--- config.mk ---
export PLATFORM = sky130hd
export DESIGN_NAME = ifu
export DESIGN_NICKNAME = d
export VERILOG_FILES = /design/src/rtl/npc_pkg.sv /design/src/rtl/ifu_ibuf.sv /design/src/rtl/ifu.sv
export SDC_FILE = /design/constraint.sdc
export NUM_CORES = 1
export LEC_CHECK = 0
export ABC_CLOCK_PERIOD_IN_PS = 3400
export CAP_MARGIN = 10
export CORE_MARGIN = 5
export CORE_UTILIZATION = 35
export DETAILED_ROUTE_END_ITERATION = 12
export PLACE_DENSITY_LB_ADDON = 0.3
export REMOVE_ABC_BUFFERS = 1
export SYNTH_ARGS = -nofsm -noshare
export SYNTH_HDL_FRONTEND = slang
export SYNTH_SLANG_ARGS = --single-unit
--- constraint.sdc ---
create_clock -name clk -period 3.4 [get_ports clk]
set_input_delay 0.51 -clock clk [delete_from_list [all_inputs] [get_ports clk]]
set_output_delay 0.51 -clock clk [all_outputs]
set_load 0.1 [all_outputs]
--- src/rtl/npc_pkg.sv ---
// Shared IFU definitions: fetch FSM states, address width and reset PC.
// The optional fetch counter is enabled by macro IFU_PERF_EN (see ifu.sv).
package npc_pkg;

  localparam int XLEN = 64;
  localparam logic [63:0] RESET_PC = 64'h0000_0000_8000_0000;
  localparam int INST_W = 32;

  typedef enum logic [1:0] {
    IDLE,
    REQ,
    WAIT,
    HOLD
  } ifu_state_e;

endpackage

--- src/rtl/ifu_ibuf.sv ---
// IFU instruction buffer: holds inst/pc for decode and owns the
// inst_valid/inst_ready handshake.
module ifu_ibuf #(
  parameter int XLEN = npc_pkg::XLEN,
  parameter logic [XLEN-1:0] RESET_PC = XLEN'(npc_pkg::RESET_PC)
) (
  input  logic            clk,
  input  logic            rst_n,
  input  logic            load,
  input  logic            flush,
  input  logic [31:0]     data,
  input  logic [XLEN-1:0] load_pc,
  input  logic            inst_ready,
  output logic            inst_valid,
  output logic [31:0]     inst,
  output logic [XLEN-1:0] pc,
  output logic            fire
);

  assign fire = inst_valid & inst_ready;

  always_ff @(posedge clk or negedge rst_n) begin
    if (!rst_n) begin
      inst_valid <= 1'b0;
      inst       <= '0;
      pc         <= RESET_PC;
    end else if (flush) begin
      inst_valid <= 1'b0;
    end else if (load) begin
      inst_valid <= 1'b1;
      inst       <= data;
      pc         <= load_pc;
    end else if (fire) begin
      inst_valid <= 1'b0;
    end
  end

endmodule

--- src/rtl/ifu.sv ---
// Instruction fetch unit: single-outstanding fetch FSM with redirects.
// Define IFU_PERF_EN to add the perf_fetch_cnt handshake counter.
module ifu #(
  parameter int XLEN = npc_pkg::XLEN,
  parameter logic [XLEN-1:0] RESET_PC = XLEN'(npc_pkg::RESET_PC)
) (
  input  logic            clk,
  input  logic            rst_n,
  output logic            req_valid,
  output logic [XLEN-1:0] req_addr,
  input  logic            req_ready,
  input  logic            resp_valid,
  input  logic [31:0]     resp_data,
  output logic            inst_valid,
  output logic [31:0]     inst,
  output logic [XLEN-1:0] pc,
  input  logic            inst_ready,
`ifdef IFU_PERF_EN
  output logic [63:0]     perf_fetch_cnt,
`endif
  input  logic            redirect_valid,
  input  logic [XLEN-1:0] redirect_pc
);
  import npc_pkg::*;

  ifu_state_e      state;
  logic [XLEN-1:0] fetch_pc;
  logic [XLEN-1:0] target;
  logic            drop;
  logic            load;
  logic            flush;
  logic            fire;

  assign target   = {redirect_pc[XLEN-1:2], 2'b00};
  assign req_addr = fetch_pc;
  assign load     = (state == WAIT) & resp_valid
                  & ~drop & ~redirect_valid;
  assign flush    = (state == HOLD) & redirect_valid;

  always_ff @(posedge clk or negedge rst_n) begin
    if (!rst_n) begin
      state     <= IDLE;
      fetch_pc  <= RESET_PC;
      drop      <= 1'b0;
      req_valid <= 1'b0;
    end else begin
      case (state)
        IDLE: begin
          state     <= REQ;
          req_valid <= 1'b1;
          if (redirect_valid) fetch_pc <= target;
        end
        REQ: begin
          if (redirect_valid) fetch_pc <= target;
          if (req_ready) begin
            state     <= WAIT;
            req_valid <= 1'b0;
            drop      <= redirect_valid;
          end
        end
        WAIT: begin
          if (redirect_valid) fetch_pc <= target;
          if (resp_valid) begin
            drop <= 1'b0;
            // a same-cycle redirect kills the arriving response too
            if (drop || redirect_valid) begin
              state     <= REQ;
              req_valid <= 1'b1;
            end else begin
              state <= HOLD;
            end
          end else if (redirect_valid) begin
            drop <= 1'b1;
          end
        end
        HOLD: begin
          if (redirect_valid || fire) begin
            state     <= REQ;
            req_valid <= 1'b1;
            fetch_pc  <= redirect_valid ? target
                                        : fetch_pc + XLEN'(4);
          end
        end
        default: begin
          state     <= IDLE;
          req_valid <= 1'b0;
        end
      endcase
    end
  end

  ifu_ibuf #(
    .XLEN    (XLEN),
    .RESET_PC(RESET_PC)
  ) u_ibuf (
    .clk       (clk),
    .rst_n     (rst_n),
    .load      (load),
    .flush     (flush),
    .data      (resp_data),
    .load_pc   (fetch_pc),
    .inst_ready(inst_ready),
    .inst_valid(inst_valid),
    .inst      (inst),
    .pc        (pc),
    .fire      (fire)
  );

`ifdef IFU_PERF_EN
  always_ff @(posedge clk or negedge rst_n) begin
    if (!rst_n)    perf_fetch_cnt <= '0;
    else if (fire) perf_fetch_cnt <= perf_fetch_cnt + 64'd1;
  end
`endif

endmodule

==> run_results.csv, run 1 <==
group,metric,value,unit
status,status,"completed",
worst_setup_path,reg2reg_from,"req_addr[21]$_DFFE_PN0P_",
drt,drt-vias-per-instance,5.473,
finish,drive_above_1_share,21.72,%
cts,clk-insertion-delay-late,430,ps
power_and_ir_drop,p_per_area,982.0,mW/mm^2
cts,tritoncts,"yes",
worst_setup_path,end_kind,"register",
floorplan,core,0.02243,mm^2
worst_setup_path,critPathLaunchType,"register",
logic_synthesis,syn-instance-count,739,
floorplan,chipWidth,160.5,um
worst_setup_path,cp.arrival,3110,ps
worst_setup_path,critPathKind,"reg -> reg",
cts,post_cts_buffers,0,
logic_synthesis,yosysSeqAreaShare,50.88,%
logic_synthesis,yosysTopAreaCellShare,50.22,%
finish,areaGrowthSynthToFinish,42.96,%
timing,rsz0062_at_grt,"no",
drt,antenna_left,0,
timing,max_slew_margin,33.17,%
placement,dpl.hpwl,19050,um
timing,finalHoldViolations,0,
worst_setup_path,rr_worst_depth,5,
floorplan,boundaryPins,264,
floorplan,num_rows,55,
cts,cts_made_buffers,17,
finish,final_area,0.01133,mm^2
logic_synthesis,synthTopCellsByCount,"159 x dfrtp_1, 96 x mux2_2, 57 x nand2_1",
finish,nets,1106,
logic_synthesis,synth_top_cell_by_area,"dfrtp_1",
cts,root_buffer,"clkbuf_16",
power_and_ir_drop,power.leakage,4.648,nW
floorplan,die-area,0.02574,mm^2
cts,cts-htree-levels,4,
grt,grt_pass1_wl,40300,um
worst_setup_path,crit_fanout,10,
logic_synthesis,synth_edf_count,0,
drt,drc,0,
cts,cts_buffer_depth,2,
logic_synthesis,async_flop_share,100.0,%
drt,dr.pass1.iters,5,
grt,grt_overflow,0,
timing,worst_slew_pin_slew,999.4,ps
drt,wire_per_inst,19.77,um
logic_synthesis,synth_area,0.007923,mm^2
cts,cts_sinks,161,
grt,first_global_vias,7063,
power_and_ir_drop,finalPower,0.01112,W
drt,num_vias,7104,
finish,diodes,0,
timing,slew_viol_final,0,
logic_synthesis,ys.flop_type,"dfrtp_1",
power_and_ir_drop,peakVddDrop,881.6,uV
placement,place_congestion,0.9118,
hold_path,worstHoldPathType,"in -> async",
logic_synthesis,synth.most_common_cell,"dfrtp_1",
logic_synthesis,ys_warn_count,0,
logic_synthesis,yosysUniqueCellTypes,64,
grt,track_usage,19.64,%
timing,final.period_utilization,81.42,%
worst_setup_path,rrSetupSlack,630,ps
grt,antenna_found_initial,1,
timing,clock_skew,8.866,ps
timing,setup_viol,0,
drt,routed_wl,25660,um
worst_setup_path,r2r_end,"req_addr[63]$_DFFE_PN0P_",
placement,port_buffers,257,
logic_synthesis,synth.avg_cell_area,10.72,um^2
timing,fmax,0.3612,GHz
grt,grt_start_max_net_pins,101,
cts,clk_pin_slew,70,ps
placement,placed_area,0.01076,mm^2
floorplan,initial_utilization,35.32,%
worst_setup_path,required,3740,ps
job,drv_cap,0,
floorplan,die_y,160.5,um
logic_synthesis,yosys-top-cells-area,"dfrtp_1 50%, mux2_2 14%, nand2_1 2.7%",
finish,fillCellCount,2066,
timing,period_needed,2768,ps
logic_synthesis,ys_ff_latch,161,
drt,drt_iter0_markers,640,
finish,final_util,50.49,%
[cell families after synthesis]
logic type | synth area share (%)
and+or+nand+nor | 19.52
DFF | 50.88
AOI/OAI and AO/OA | 9.334
muxes | 14.15
buffers and inverters | 3.222
xor gates and xnor gates | 2.211
adders and majority gates | 0.6317
other | 0.04733
[layout make-up]
cell class                 count  area, um^2  area share, %
multi-input combinational    520        3650          32.22
clock buffer                  21       440.4          3.889
timing repair buffer         283        2666          23.54
clock inverter                11       117.6          1.038
tap                          285       356.6          3.148
inverter                      17       63.81         0.5634
sequential                   161        4031          35.59
[stage by stage]
step	instances	setup WS, ps	hold slack (ps)	setup TNS, ps
global route	1298	520.5	472.8	0
CTS	1298	660.1	451.4	0
global placement	1265	557.2	329.9	0
finish	1298	631.7	463.6	0
floorplan	698	-1365	214.4	-129260
detailed placement	1265	526.7	331.5	0
[registers in the layout (all words and copies together), names as in the netlist]
register	flops
u_ibuf.inst_valid	1
drop	1
u_ibuf.pc	62
u_ibuf.inst	32
req_addr	62
state	2
req_valid	1
[timing repair]
item	CTS	global route
hold endpoints to repair	10	0
gates resized for setup	0	0
hold buffers	1	0
[cells in the final DEF, fill, tap and decap left out, types with 18 or more instances in the layout]
master / n
nand4_1: 31
nand2_1: 57
nor4_1: 22
nor3_1: 18
mux2_2: 96
buf_4: 73
dfrtp_1: 159
o21ai_0: 32
clkdlybuf4s50_1: 205
nand3_1: 30
nor2_1: 50
[power by group]
part           switching (W)  internal (W)
clock network       0.000795       0.00108
logic                0.00486       0.00151
registers           0.000385       0.00249
total                0.00604       0.00508
[worst max path at each step]
| stage | startpoint | end | cells past startpoint |
|---|---|---|---|
| global route | req_addr[21]$_DFFE_PN0P_ | req_addr[63]$_DFFE_PN0P_ | 5 |
| detailed placement | inst_ready | req_addr[49]$_DFFE_PN0P_ | 6 |
| CTS | req_addr[21]$_DFFE_PN0P_ | req_addr[63]$_DFFE_PN0P_ | 5 |
| finish | req_addr[21]$_DFFE_PN0P_ | req_addr[63]$_DFFE_PN0P_ | 5 |
| floorplan | state[0]$_DFFE_PN0P_ | u_ibuf.pc[31]$_DFFE_PN1P_ | 6 |
| global placement | inst_ready | req_addr[49]$_DFFE_PN0P_ | 6 |
[worst max-delay path, stage by stage, from the launching register on]
cell and delay [ps]:
dfrtp_1 510, nand4_1 280, or4_4 630, or4_4 610, or4_1 480, a31oi_1 180
[layer usage]
| metal | wire length (um) | vias up | track usage, % | part of all wire (%) |
|---|---|---|---|---|
| li1 | - | 3275 | - | - |
| met1 | 11180 | 3455 | 26.35 | 44 |
| met2 | 11730 | 326 | 30.53 | 46 |
| met3 | 2239 | 46 | 6.415 | 8.7 |
| met4 | 503 | 2 | 5.671 | 2.0 |
| met5 | 7 | - | 0 | 0.027 |
(Power assumes the default switching activity.)
==> inputs of run 2 (changes only) <==
--- a/config.mk
+++ b/config.mk
@@ -5,7 +5,7 @@
 export SDC_FILE = /design/constraint.sdc
 export NUM_CORES = 1
 export LEC_CHECK = 0
-export ABC_CLOCK_PERIOD_IN_PS = 3400
+export ABC_CLOCK_PERIOD_IN_PS = 2750
 export CAP_MARGIN = 10
 export CORE_MARGIN = 5
 export CORE_UTILIZATION = 35
==> constraint.sdc (replaced) <==
create_clock -name clk -period 2.75 [get_ports clk]
set_input_delay 0.4125 -clock clk [delete_from_list [all_inputs] [get_ports clk]]
set_output_delay 0.4125 -clock clk [all_outputs]
set_load 0.1 [all_outputs]
==> run_results.csv, run 2 (synthesis gave the netlist of run 1 again) <==
group,metric,value,unit
drt,drc,0,
floorplan,boundaryPins,264,
timing,fmax,0.3883,GHz
timing,worst_slack,174.9,ps
placement,place_congestion,0.8826,
worst_setup_path,reg2reg_from,"req_addr[13]$_DFFE_PN0P_",
drt,drt-vias-per-instance,5.346,
timing,clock_skew,15.62,ps
finish,final_cell_mix,"218 x buf_4, 159 x dfrtp_1, 97 x clkdlybuf4s50_1",
timing,setup_viol,0,
finish,diodes,0,
drt,antenna_left,0,
placement,dpl.hpwl,19600,um
finish,final_area,0.01142,mm^2
worst_setup_path,cp_slowest_cell,"or4_4",
grt,antenna_found_initial,0,
cts,tritoncts,"yes",
timing,period_needed,2575,ps
finish,areaGrowthSynthToFinish,44.11,%
finish,fillCellCount,2093,
cts,cts_sinks,161,
placement,pre_cts_ws,194.3,ps
floorplan,core,0.02243,mm^2
finish,nets,1146,
cts,cts.repair.resized,0,
worst_setup_path,rrSetupSlack,170,ps
finish,fin_cells,1337,
grt,track_usage,20.05,%
cts,clk_pin_slew,70,ps
timing,rsz0062_at_grt,"no",
worst_setup_path,crit_buf_inv,0,
timing,worst_slew_pin_slew,748.7,ps
worst_setup_path,crit_fanout,10,
floorplan,die-area,0.02574,mm^2
worst_setup_path,critPathKind,"reg -> reg",
worst_setup_path,cp_top_family,"simple AND/OR/NAND/NOR gates",
finish,final_common_cell,"buf_4",
hold_path,worstHoldPathType,"in -> reg",
drt,dr.pass1.iters,5,
cts,cts-htree-levels,4,
drt,wire_per_inst,19.35,um
placement,placed_cells,1305,
placement,placed_area,0.01083,mm^2
status,status,"completed",
grt,grt_overflow,0,
floorplan,num_rows,55,
drt,num_vias,7148,
cts,clk-insertion-delay-late,440,ps
grt,first_global_vias,7360,
floorplan,die_y,160.5,um
worst_setup_path,crit_chain,"nand4_4, or4_4, or4_4, or4_1, a31oi_1",
worst_setup_path,critPathLaunchType,"register",
worst_setup_path,cp.arrival,2930,ps
placement,port_buffers,257,
hold_path,worstHoldStart,"redirect_valid",
timing,final.period_utilization,93.64,%
grt,grt_start_max_net_pins,66,
worst_setup_path,end_kind,"register",
drt,routed_wl,25870,um
floorplan,initial_utilization,35.32,%
worst_setup_path,required,3110,ps
timing,finalHoldViolations,0,
worst_setup_path,startpoint,"req_addr[13]$_DFFE_PN0P_",
grt,grt_pass1_wl,41130,um
cts,cts_buffer_depth,2,
worst_setup_path,cpPeakStageDelay,640,ps
worst_setup_path,crit_top_cell,"or4_4",
timing,slew_viol_final,0,
timing,fin_tns_setup,0,ps
job,drv_cap,0,
power_and_ir_drop,p_per_area,1198,mW/mm^2
power_and_ir_drop,power.leakage,5.029,nW
cts,cts_made_buffers,17,
power_and_ir_drop,peakVddDrop,879.1,uV
floorplan,chipWidth,160.5,um
cts,root_buffer,"clkbuf_16",
finish,drive_above_1_share,35.27,%
timing,max_slew_margin,49.63,%
drt,drt_iter0_markers,635,
[run 2: cell types whose count changed in the layout (fill, tap and decap cells not counted), sizes merged]
| cell | before | now |
|---|---|---|
| buf | 77 | 225 |
| inv | 17 | 22 |
| clkbuf | 21 | 17 |
| clkinvlp | 5 | 3 |
| clkdlybuf4s50 | 205 | 97 |
[run 2: layout make-up]
cell class              instances  area, um^2  area share [%]
flip-flops and latches        161        4031           35.31
multi-input cells             520        3650           31.97
repair buffers                323        2734           23.95
clock buffers                  17       425.4           3.726
well taps                     285       356.6           3.123
clock inverters                14       156.4           1.370
inverters                      17       63.81          0.5589
[run 2: worst register-to-register path, delay by kind of cell, from the launching register on]
kind	cells	cell delay [ps]
AO/OA/AOI/OAI	1	160
AND/OR/NAND/NOR	4	1870
flip-flops	1	490
[run 2: path summary, 6_finish.rpt]
path                                              to  cells after the start
setup / recovery            req_addr[63]$_DFFE_PN0P_                      5
hold / removal              req_addr[11]$_DFFE_PN0P_                      3
max in group asynchronous   req_addr[31]$_DFFE_PN1P_                      3
setup reg to reg            req_addr[63]$_DFFE_PN0P_                      5
min in group asynchronous  u_ibuf.pc[52]$_DFFE_PN0P_                      2
hold reg to reg            u_ibuf.pc[63]$_DFFE_PN0P_                      1
[run 2: repair_timing]
action | 4_1_cts | 5_1_grt
setup endpoints to repair | 0 | 0
hold endpoints to repair | 4 | 0
buffers inserted | 0 | 0
hold buffers | 1 | 0
[run 2: per-stage QoR]
step / power [W] / util, % / hold slack, ps
6_report: 0.01368 / 50.89 / 363.0
5_1_grt: 0.01420 / 50.89 / 347.0
4_1_cts: 0.01380 / 50.89 / 336.0
3_5_place_dp: 0.01137 / 48.25 / 464.7
3_3_place_gp: 0.01130 / 48.25 / 467.1
2_1_floorplan: 0.009543 / - / 116.9
[run 2: routing by layer]
| layer | track usage, % | share of wire, % | wire length, um |
|---|---|---|---|
| met1 | 26.24 | 44 | 11350 |
| met2 | 32.08 | 46 | 12000 |
| met3 | 6.620 | 8.2 | 2130 |
| met4 | 5.358 | 1.5 | 392 |
| met5 | 0 | 0 | 0 |
[run 2: report_power, final]
group / switching, W / internal (W) / leakage (nW) / total (W)
Combinational: 0.00608 / 0.00170 / 2.77 / 0.00778
Sequential: 0.000425 / 0.00308 / 1.98 / 0.00351
Clock: 0.00105 / 0.00135 / 0.278 / 0.00239
Total: 0.00755 / 0.00613 / 5.03 / 0.0137
